$ cat src/rtl/dual_da_pkg.sv
// Shared widths, config/state enums and the read tag for the dual-DA ROM scheduler.
// amp_scale is only referenced when DUAL_DA_AMP_SCALE_EN is defined.
package dual_da_pkg;

  localparam int ADDR_W = 10;
  localparam int DATA_W = 10;
  localparam int ACC_W  = 32;
  localparam int AMP_W  = 8;

  typedef enum logic [1:0] {
    SEL_FTW  = 2'b00,
    SEL_POFS = 2'b01,
    SEL_CLR  = 2'b10,
    SEL_AMP  = 2'b11
  } cfg_sel_e;

  typedef enum logic [1:0] {
    IDLE   = 2'd0,
    SLOT_A = 2'd1,
    SLOT_B = 2'd2
  } state_e;

  typedef struct packed {
    logic vld;
    logic ch;
  } tag_t;

  // (sample * amp) >> 8, truncated back to the sample width
  function automatic logic [DATA_W-1:0] amp_scale(input logic [DATA_W-1:0] s,
                                                  input logic [AMP_W-1:0]  a);
    logic [DATA_W+AMP_W-1:0] prod;
    prod = {{AMP_W{1'b0}}, s} * {{DATA_W{1'b0}}, a};
    return prod[DATA_W+AMP_W-1 -: DATA_W];
  endfunction

endpackage

$ cat src/rtl/dual_da_rom_scheduler_if.sv
// Config, ROM and DAC-side signals of the dual-DA ROM scheduler.
// slave = scheduler view, master = driver/ROM/DAC view.
interface dual_da_rom_scheduler_if;
  import dual_da_pkg::*;

  logic              run_en;
  logic              cfg_wr;
  logic              cfg_ch;
  logic [1:0]        cfg_sel;
  logic [ACC_W-1:0]  cfg_data;
  logic              cfg_ready;
  logic [ADDR_W-1:0] rom_addr;
  logic [DATA_W-1:0] rom_rd_data;
  logic [DATA_W-1:0] da_a_data;
  logic              da_a_vld;
  logic [DATA_W-1:0] da_b_data;
  logic              da_b_vld;
  logic              busy;

  modport slave (
    input  run_en, cfg_wr, cfg_ch, cfg_sel, cfg_data, rom_rd_data,
    output cfg_ready, rom_addr, da_a_data, da_a_vld, da_b_data, da_b_vld, busy
  );

  modport master (
    output run_en, cfg_wr, cfg_ch, cfg_sel, cfg_data, rom_rd_data,
    input  cfg_ready, rom_addr, da_a_data, da_a_vld, da_b_data, da_b_vld, busy
  );

endinterface

$ cat src/rtl/dual_da_phase_acc.sv
// One channel's phase accumulator with FTW, phase offset and clear; phase_o is the
// registered acc + offset, so a same-cycle apply only affects the accumulate.
module dual_da_phase_acc
  import dual_da_pkg::*;
(
  input  logic              clk_tb,
  input  logic              tb_rst,
  input  logic              issue_i,
  input  logic              apply_i,
  input  cfg_sel_e          sel_i,
  input  logic [ACC_W-1:0]  data_i,
  output logic [ADDR_W-1:0] phase_o
);

  logic [ACC_W-1:0] acc_q, acc_d;
  logic [ACC_W-1:0] ftw_q, ftw_d;
  logic [ACC_W-1:0] pofs_q, pofs_d;
  logic [ACC_W-ADDR_W-1:0] phase_lo_unused;

  always_comb begin
    ftw_d  = ftw_q;
    pofs_d = pofs_q;
    acc_d  = acc_q;
    if (apply_i && sel_i == SEL_FTW)  ftw_d  = data_i;
    if (apply_i && sel_i == SEL_POFS) pofs_d = data_i;
    if (apply_i && sel_i == SEL_CLR)  acc_d  = '0;
    else if (issue_i)                 acc_d  = acc_q + ftw_d;
  end

  always_ff @(posedge clk_tb or posedge tb_rst) begin
    if (tb_rst) begin
      acc_q  <= '0;
      ftw_q  <= '0;
      pofs_q <= '0;
    end else begin
      acc_q  <= acc_d;
      ftw_q  <= ftw_d;
      pofs_q <= pofs_d;
    end
  end

  assign {phase_o, phase_lo_unused} = acc_q + pofs_q;

endmodule

$ cat src/rtl/dual_da_rom_scheduler.sv
// Shares one waveform ROM between DAC channels A and B in alternating A/B slots.
// Optional DUAL_DA_AMP_SCALE_EN adds per-channel 8-bit amplitude scaling (+1 cycle).
module dual_da_rom_scheduler
  import dual_da_pkg::*;
#(
  parameter int ROM_LAT = 1
) (
  input logic                    clk_tb,
  input logic                    tb_rst,
  dual_da_rom_scheduler_if.slave bus
);

  state_e            state_q, state_d;
  logic              pend_q, pend_d;
  logic              sh_ch_q;
  cfg_sel_e          sh_sel_q;
  logic [ACC_W-1:0]  sh_data_q;
  logic              sel_ok, accept, apply;
  logic              issue_a, issue_b;
  logic [ADDR_W-1:0] phase_a, phase_b;
  logic [ADDR_W-1:0] rom_addr_q, rom_addr_d;
  tag_t              iss_q, iss_d;
  tag_t              pipe_q [ROM_LAT];
  tag_t              cap_tag;
  logic [DATA_W-1:0] cap_dat;
  logic [DATA_W-1:0] da_a_q, da_b_q;
  logic              da_a_vld_q, da_b_vld_q;
  logic              pipe_busy;

  always_comb begin
    state_d    = state_q;
    issue_a    = 1'b0;
    issue_b    = 1'b0;
    rom_addr_d = rom_addr_q;
    case (state_q)
      IDLE:    if (bus.run_en) state_d = SLOT_A;
      SLOT_A: begin
        state_d    = SLOT_B;
        issue_a    = 1'b1;
        rom_addr_d = phase_a;
      end
      SLOT_B: begin
        state_d    = bus.run_en ? SLOT_A : IDLE;
        issue_b    = 1'b1;
        rom_addr_d = phase_b;
      end
      default: state_d = IDLE;
    endcase
    iss_d.vld = issue_a | issue_b;
    iss_d.ch  = issue_b;
  end

`ifdef DUAL_DA_AMP_SCALE_EN
  assign sel_ok = 1'b1;
`else
  assign sel_ok = (cfg_sel_e'(bus.cfg_sel) != SEL_AMP);
`endif

  // Shadow applies at a pair boundary (SLOT_A) or straight away when idle.
  assign accept = bus.cfg_wr & ~pend_q & sel_ok;
  assign apply  = pend_q & (state_q != SLOT_B);
  assign pend_d = accept | (pend_q & ~apply);

  always_ff @(posedge clk_tb or posedge tb_rst) begin
    if (tb_rst) begin
      pend_q    <= 1'b0;
      sh_ch_q   <= 1'b0;
      sh_sel_q  <= SEL_FTW;
      sh_data_q <= '0;
    end else begin
      pend_q <= pend_d;
      if (accept) begin
        sh_ch_q   <= bus.cfg_ch;
        sh_sel_q  <= cfg_sel_e'(bus.cfg_sel);
        sh_data_q <= bus.cfg_data;
      end
    end
  end

  dual_da_phase_acc u_acc_a (
    .clk_tb  (clk_tb),
    .tb_rst  (tb_rst),
    .issue_i (issue_a),
    .apply_i (apply & ~sh_ch_q),
    .sel_i   (sh_sel_q),
    .data_i  (sh_data_q),
    .phase_o (phase_a)
  );

  dual_da_phase_acc u_acc_b (
    .clk_tb  (clk_tb),
    .tb_rst  (tb_rst),
    .issue_i (issue_b),
    .apply_i (apply & sh_ch_q),
    .sel_i   (sh_sel_q),
    .data_i  (sh_data_q),
    .phase_o (phase_b)
  );

  // iss_q travels with rom_addr; the tag pipe then mirrors the ROM latency.
  always_ff @(posedge clk_tb or posedge tb_rst) begin
    if (tb_rst) begin
      state_q    <= IDLE;
      rom_addr_q <= '0;
      iss_q      <= '0;
      for (int i = 0; i < ROM_LAT; i++) pipe_q[i] <= '0;
    end else begin
      state_q    <= state_d;
      rom_addr_q <= rom_addr_d;
      iss_q      <= iss_d;
      pipe_q[0]  <= iss_q;
      for (int i = 1; i < ROM_LAT; i++) pipe_q[i] <= pipe_q[i-1];
    end
  end

`ifdef DUAL_DA_AMP_SCALE_EN
  logic [AMP_W-1:0]  amp_a_q, amp_b_q;
  tag_t              sc_tag_q;
  logic [DATA_W-1:0] sc_dat_q;

  always_ff @(posedge clk_tb or posedge tb_rst) begin
    if (tb_rst) begin
      amp_a_q  <= '1;
      amp_b_q  <= '1;
      sc_tag_q <= '0;
      sc_dat_q <= '0;
    end else begin
      if (apply && sh_sel_q == SEL_AMP) begin
        if (sh_ch_q) amp_b_q <= sh_data_q[AMP_W-1:0];
        else         amp_a_q <= sh_data_q[AMP_W-1:0];
      end
      sc_tag_q <= pipe_q[ROM_LAT-1];
      sc_dat_q <= amp_scale(bus.rom_rd_data, pipe_q[ROM_LAT-1].ch ? amp_b_q : amp_a_q);
    end
  end

  assign cap_tag = sc_tag_q;
  assign cap_dat = sc_dat_q;
`else
  assign cap_tag = pipe_q[ROM_LAT-1];
  assign cap_dat = bus.rom_rd_data;
`endif

  always_ff @(posedge clk_tb or posedge tb_rst) begin
    if (tb_rst) begin
      da_a_q     <= '0;
      da_b_q     <= '0;
      da_a_vld_q <= 1'b0;
      da_b_vld_q <= 1'b0;
    end else begin
      da_a_vld_q <= cap_tag.vld & ~cap_tag.ch;
      da_b_vld_q <= cap_tag.vld &  cap_tag.ch;
      if (cap_tag.vld & ~cap_tag.ch) da_a_q <= cap_dat;
      if (cap_tag.vld &  cap_tag.ch) da_b_q <= cap_dat;
    end
  end

  // The strobe cycle still counts as busy so busy drops after the last strobe.
  always_comb begin
    pipe_busy = iss_q.vld | cap_tag.vld | da_a_vld_q | da_b_vld_q;
    for (int i = 0; i < ROM_LAT; i++) pipe_busy = pipe_busy | pipe_q[i].vld;
  end

  assign bus.busy      = (state_q != IDLE) | pipe_busy;
  assign bus.cfg_ready = ~pend_q;
  assign bus.rom_addr  = rom_addr_q;
  assign bus.da_a_data = da_a_q;
  assign bus.da_a_vld  = da_a_vld_q;
  assign bus.da_b_data = da_b_q;
  assign bus.da_b_vld  = da_b_vld_q;

endmodule

$ cat src/flat_wrapper.sv
// flat-port wrapper written by rule: the top's interface ports become plain ports
module dual_da_rom_scheduler_flat import dual_da_pkg::*;
#(
  parameter int ROM_LAT = 1
)
  (clk_tb, tb_rst, bus_run_en, bus_cfg_wr, bus_cfg_ch, bus_cfg_sel, bus_cfg_data, bus_rom_rd_data, bus_cfg_ready, bus_rom_addr, bus_da_a_data, bus_da_a_vld, bus_da_b_data, bus_da_b_vld, bus_busy);
  dual_da_rom_scheduler_if bus_i ();
  input logic clk_tb;
  input logic tb_rst;
  input wire logic [$bits(bus_i.run_en)-1:0] bus_run_en;
  input wire logic [$bits(bus_i.cfg_wr)-1:0] bus_cfg_wr;
  input wire logic [$bits(bus_i.cfg_ch)-1:0] bus_cfg_ch;
  input wire logic [$bits(bus_i.cfg_sel)-1:0] bus_cfg_sel;
  input wire logic [$bits(bus_i.cfg_data)-1:0] bus_cfg_data;
  input wire logic [$bits(bus_i.rom_rd_data)-1:0] bus_rom_rd_data;
  output wire logic [$bits(bus_i.cfg_ready)-1:0] bus_cfg_ready;
  output wire logic [$bits(bus_i.rom_addr)-1:0] bus_rom_addr;
  output wire logic [$bits(bus_i.da_a_data)-1:0] bus_da_a_data;
  output wire logic [$bits(bus_i.da_a_vld)-1:0] bus_da_a_vld;
  output wire logic [$bits(bus_i.da_b_data)-1:0] bus_da_b_data;
  output wire logic [$bits(bus_i.da_b_vld)-1:0] bus_da_b_vld;
  output wire logic [$bits(bus_i.busy)-1:0] bus_busy;
  assign bus_i.run_en = bus_run_en;
  assign bus_i.cfg_wr = bus_cfg_wr;
  assign bus_i.cfg_ch = bus_cfg_ch;
  assign bus_i.cfg_sel = bus_cfg_sel;
  assign bus_i.cfg_data = bus_cfg_data;
  assign bus_i.rom_rd_data = bus_rom_rd_data;
  assign bus_cfg_ready = bus_i.cfg_ready;
  assign bus_rom_addr = bus_i.rom_addr;
  assign bus_da_a_data = bus_i.da_a_data;
  assign bus_da_a_vld = bus_i.da_a_vld;
  assign bus_da_b_data = bus_i.da_b_data;
  assign bus_da_b_vld = bus_i.da_b_vld;
  assign bus_busy = bus_i.busy;
  dual_da_rom_scheduler #(.ROM_LAT(ROM_LAT)) u_core (.clk_tb(clk_tb), .tb_rst(tb_rst), .bus(bus_i));
endmodule
$ cat config.mk
export PLATFORM = sky130hd
export DESIGN_NAME = dual_da_rom_scheduler_flat
export DESIGN_NICKNAME = d
export VERILOG_FILES = /design/src/rtl/dual_da_pkg.sv /design/src/rtl/dual_da_rom_scheduler_if.sv /design/src/rtl/dual_da_phase_acc.sv /design/src/rtl/dual_da_rom_scheduler.sv /design/src/flat_wrapper.sv
export SDC_FILE = /design/constraint.sdc
export NUM_CORES = 1
export LEC_CHECK = 0
export ABC_AREA = 1
export BUFFER_PORTS_ARGS = -buffer_cell sky130_fd_sc_hd__buf_4
export CORE_MARGIN = 4
export CORE_UTILIZATION = 50
export CTS_CLUSTER_SIZE = 30
export DETAILED_ROUTE_END_ITERATION = 12
export GPL_TIMING_DRIVEN = 0
export PLACE_DENSITY = 0.75
export SYNTH_ARGS = -nofsm -noshare
export SYNTH_HDL_FRONTEND = slang
export SYNTH_SLANG_ARGS = --single-unit
export TNS_END_PERCENT = 20
$ cat constraint.sdc
create_clock -name clk_tb -period 27.4 [get_ports clk_tb]
set_input_delay 8.22 -clock clk_tb [delete_from_list [all_inputs] [get_ports clk_tb]]
set_output_delay 8.22 -clock clk_tb [all_outputs]
set_load 0.005 [all_outputs]
======== Word-level counts from Yosys, hierarchy flattened ========
Index checks and enable logic that the tools add are counted.
operators by class
  div/mod/pow operators ................... 0
  $add $sub $neg .......................... 4
  muxes and demuxes ....................... 12
  order comparisons ....................... 0
  bitwise operators ....................... 19
  reduce and logical (&&, ||, !) cells .... 12
  shifts and indexed selects .............. 0
  $mul .................................... 0
  equal/unequal tests ..................... 7
operator list
  kind                                            count
  two-way mux 32 bit                              6
  adder 32 bit                                    4
  one-hot mux 10 bit (2 select lines)             1
  bitwise AND 1 bit                               8
  nonzero test 2 bit                              4
  OR 1 bit                                        7
  logical AND 1 bit                               6
  != test 2 bit (second input constant)           3
  one-hot mux 2 bit (3 select lines)              1
  == test 2 x 1 -> 1 bit (second input constant)  2
  == test 2 bit (second input constant)           2
  zero test 2 bit                                 2
  NOT 1 bit                                       4
  two-way mux 1 bit                               3
  two-way mux 2 bit                               1
word-level totals
  ROM bits ................................ 0
  output and inout port bits .............. 34
  bits in registers ....................... 266
  bits of input ports ..................... 49
  latch bits .............................. 0
  logic and storage cells ................. 74
  RAM bits ................................ 0
  memories ................................ 0

======== Logic depth before layout (Yosys ltp) ========
  depth in word-level cells ............... 8
  gate-level depth with buffers ........... 23
  depth with buffers taken out ............ 21

======== By module ========
A second synthesis with hierarchy kept.
unflattened totals
  cell total of the unflattened synthesis .. 2738
  area, all modules ....................... 18536.5 µm²
by module, submodules not included
  module                               times used  area each (µm²)  cells an instance  seq. area each (µm²)
  dual_da_phase_acc at u_core.u_acc_a  1           7731.2           1196               2402.3
  dual_da_phase_acc at u_core.u_acc_b  1           7662.3           1190               2402.3
  dual_da_rom_scheduler                1           3143.0           352                1851.8

======== Worst setup path after synthesis ========
No wires, ideal clock.
  path type ............................... input port to flip-flop
  start point ............................. input bus_cfg_sel[1]
  end point ............................... register u_core.pend_q
  setup slack ............................. 18.256 ns
  stages .................................. 5
  arrival ................................. 9.001 ns
  setup time .............................. 0.143 ns
  buffers on the path ..................... 2
  data required time ...................... 27.257 ns
  path through ............................ nand2_1 > nand3_1 > buf_2 > buf_1 > o21ai_0
on the way
  word-level cells in the longest chain between the ends .. 3
RTL lines
  item                  RTL line                     source
  start, declared       flat_wrapper.sv:13           input wire logic [$bits(bus_i.cfg_sel)-1:0] bus_cfg_sel;
  != test 2 bit         dual_da_rom_scheduler.sv:56  assign sel_ok = (cfg_sel_e'(bus.cfg_sel) != SEL_AMP);
  bitwise AND 1 bit     dual_da_rom_scheduler.sv:60  assign accept = bus.cfg_wr & ~pend_q & sel_ok;
  OR 1 bit              dual_da_rom_scheduler.sv:62  assign pend_d = accept | (pend_q & ~apply);
  via u_core.pend_d     dual_da_rom_scheduler.sv:14  logic pend_q, pend_d;
  end signal, assigned  dual_da_rom_scheduler.sv:71  pend_q <= pend_d;
  end, declared         dual_da_rom_scheduler.sv:14
The timed path passes the listed nets, and every way through them passes these cells.
A chain may end at the register's enable or synchronous reset.

======== Worst setup path in the final report ========
  start point ............................. register u_core.state_q[0]
  end point ............................... output bus_busy
on the way
  word-level cells in the longest chain between the ends .. 2
RTL lines
  item                    RTL line                      source
  start, declared         dual_da_rom_scheduler.sv:13   state_e state_q, state_d;
  start signal, assigned  dual_da_rom_scheduler.sv:108  state_q <= state_d;
  nonzero test 2 bit      dual_da_rom_scheduler.sv:164  assign bus.busy = (state_q != IDLE) | pipe_busy;
  OR 1 bit                dual_da_rom_scheduler.sv:164
  end, declared           flat_wrapper.sv:22            output wire logic [$bits(bus_i.busy)-1:0] bus_busy;
No other way between the ends.

==> metrics <==
slowest library cell on the worst path dfrtp_1; pin count of the biggest net entering global routing about 120; critical path class flop to output port; Initial Utilization 0.509; post-DP HPWL between 40000 and 50000 µm; CTS H-tree depth 1; 1st-iter DRT viols 1454; Mapped Area roughly 18000 µm²; post-synthesis instance total 2568; CTS max path bufs 3; Die ar. ~38000 µm²; Hold/Removal Path Class flop to flop; GR Overflow Total 0; hold buffers post-CTS 0; Peak VDD IR 0.0708 mV; worst-skew pair later-pin latency slightly below 0.6 ns; post-cts resize count 0; final setup fails 0; Final Skew around 0.024 ns; clock slew seen by the registers of the worst setup and hold paths about 0.060 ns; Worst EP required between 15 and 20 ns; Die Y between 150 and 200 µm; crit-path max cell delay about 0.40 ns; Post-Synth XOR/XNOR Area 0.00298; Yosys warnings 0; via count approximately 17000; crit start category flop; Ant. Diodes 0; main combinational cell family by area after synthesis simple AND/OR/NAND/NOR gates; Syn Area/Cell 6.86 µm²; Post-Synth Simple-Gate Area 0.302; I/O Buffers between 80 and 90; via-per-instance ratio 5.40; DRT Wirelength approximately 57000 µm; pwr dens 132 nW/µm²; vias in the first global route ~16000; Wirelength per Cell about 18 µm; RSZ-0062 raised after global routing no; die boundary width between 150 and 200 µm; # Post-CTS Setup Buffers 0; dpl ws 17.53 ns; final core occ 0.575; Netlist cell types 40; CP arrival 1.52 ns; Post-Synth Adder-Cell Area 0.102; row cnt 68; Tightest Pin Transition approximately 0.83 ns; CTS tree done; sequential area share after synthesis 0.378; Tmin final between 9 and 10 ns; worst-path cell chain inv_1, ha_1, nand3_1, buf_4; Worst Slack Setup Final about 18 ns; Tcrit/Tclk final 0.356; Setup TNS 0 ns; cts bufs inserted 29; Syn Nets 2759; nets between 2000 and 3000; root buffer cell clkbuf_16; Residual DRC 0; GPL Wtd Cong about 0.96; 1st-pass router iterations 6; Max-Cap Viols 0; core area around 35000 µm²; layout cells sized above 1 0.0684; Async SR Flop Fraction 1.00; fillcell total around 3300; EDFF count, synth 0; post-synthesis compound-gate area fraction 0.128; most common cell after layout, fill and taps aside nand2_1; initial antenna violation count 3; area delta synth->final 12.9%; Lkg Pwr about 11 nW; FMAX roughly 0.1 GHz; Total Routing Usage GR 0.293; Critical Path End Type output port; Fin. Hold Viols 0; post-synthesis mux area share 0.000639; status complete, no violations; clk sinks 266; crit-path max FO 3; Final ANT Viol Nets 0; hold slack about 0.36 ns; commonest non-fill, non-tap cells in the layout nand2_1 (902), inv_1 (339), dfrtp_1 (266); #FFs+latches synth approximately 270; Slew HR 0.444; I/O pin count just over 80; Final Slew Violations 0; dominant synthesized flop cell dfrtp_1; global-route wire length before repair 88500 µm
-- final timing paths --
kind                                    from                  endpoint  slack (ns)  cells past startpoint
hold / removal               u_core.iss_q[0]         u_core.cap_tag[0]        0.36                      0
min in group asynchronous             tb_rst         u_core.state_q[1]        7.64                      2
setup / recovery           u_core.state_q[0]                  bus_busy       17.66                      4
hold reg to reg              u_core.iss_q[0]         u_core.cap_tag[0]        0.36                      0
max in group asynchronous             tb_rst  u_core.u_acc_b.ftw_q[14]       18.39                      4
setup reg to reg           u_core.state_q[0]  u_core.u_acc_b.acc_q[22]       23.25                     19
-- cells in the mapped netlist, types with 3 or more instances --
master / count / share of area
nand3_1: 112 / 0.032
a22o_1: 4 / 0.0020
nor2_1: 257 / 0.055
o21a_1: 8 / 0.0034
o21bai_1: 7 / 0.0030
nand4_1: 3 / 0.0011
a21oi_1: 194 / 0.055
nand2_1: 902 / 0.19
a31oi_1: 3 / 0.0011
ha_1: 140 / 0.099
nand3b_1: 13 / 0.0055
o21ai_0: 186 / 0.053
a32o_1: 4 / 0.0023
buf_2: 13 / 0.0037
clkbuf_1: 31 / 0.0066
o21ai_2: 3 / 0.0015
xnor2_1: 5 / 0.0025
or2_2: 7 / 0.0025
dfrtp_1: 266 / 0.38
nor3_1: 30 / 0.0085
a21oi_2: 9 / 0.0045
inv_1: 340 / 0.072
buf_6: 5 / 0.0032
a21o_1: 3 / 0.0013
-- through the flow --
step,std cells,power (mW),instance area (µm²)
after floorplan,2568,1.70,17600
after global placement,3105,2.13,18800
after detailed placement,3107,2.17,18900
after CTS,3160,2.60,19900
after global routing,3160,2.86,19900
final,3160,2.63,19900
-- critical path, delay by kind of cell (launching register included) --
kind / cells / cell delay [ns]
fa+ha+maj: 1 / 0.21
buf+inv: 2 / 0.25
flops: 1 / 0.40
simple gates: 1 / 0.09
-- report_power, final --
part / switching (mW) / internal, mW
registers: 0.136 / 0.565
clock network: 0.167 / 0.253
logic: 1.00 / 0.507
total: 1.31 / 1.33
-- sequential cells by signal (all words and copies together) (netlist names), 2 cells and up --
name,flops
u_core.sh_sel_q,2
u_core.bus.da_b_data,10
u_core.iss_q,2
u_core.u_acc_b.pofs_q,32
u_core.state_q,2
u_core.u_acc_a.acc_q,32
u_core.sh_data_q,32
u_core.bus.da_a_data,10
u_core.cap_tag,2
u_core.u_acc_a.pofs_q,32
u_core.u_acc_a.ftw_q,32
u_core.bus.rom_addr,10
u_core.u_acc_b.acc_q,32
u_core.u_acc_b.ftw_q,32
-- per-layer routing --
layer	GRT usage	vias up	part of all wire
met2	0.433	671	0.41
met4	0.0835	6	0.030
met3	0.0766	100	0.10
met5	0	-	0.0013
li1	-	8372	-
met1	0.427	7908	0.46
-- logic make-up (layout without fill, tap and decap cells) --
logic type | Yosys count | count (layout)
AO/OA/AOI/OAI | 424 | 424
AND/OR/NAND/NOR | 1335 | 1335
multiplexers | 1 | 1
adder cells (fa/ha/maj) | 142 | 142
buffers and inverters | 394 | 531
XOR/XNOR | 6 | 6
flip-flops | 266 | 266
-- layout make-up --
type	instances	area (µm²)	area share
sequential	266	6660	0.334
buffer	51	245	0.0123
clock buffer	39	843	0.0424
inverter	343	1290	0.0651
multi-input combinational	1908	9440	0.474
clock inverter	14	186	0.00937
timing repair buffer	84	671	0.0337
tap	455	569	0.0286
(Power assumes the default switching activity.)
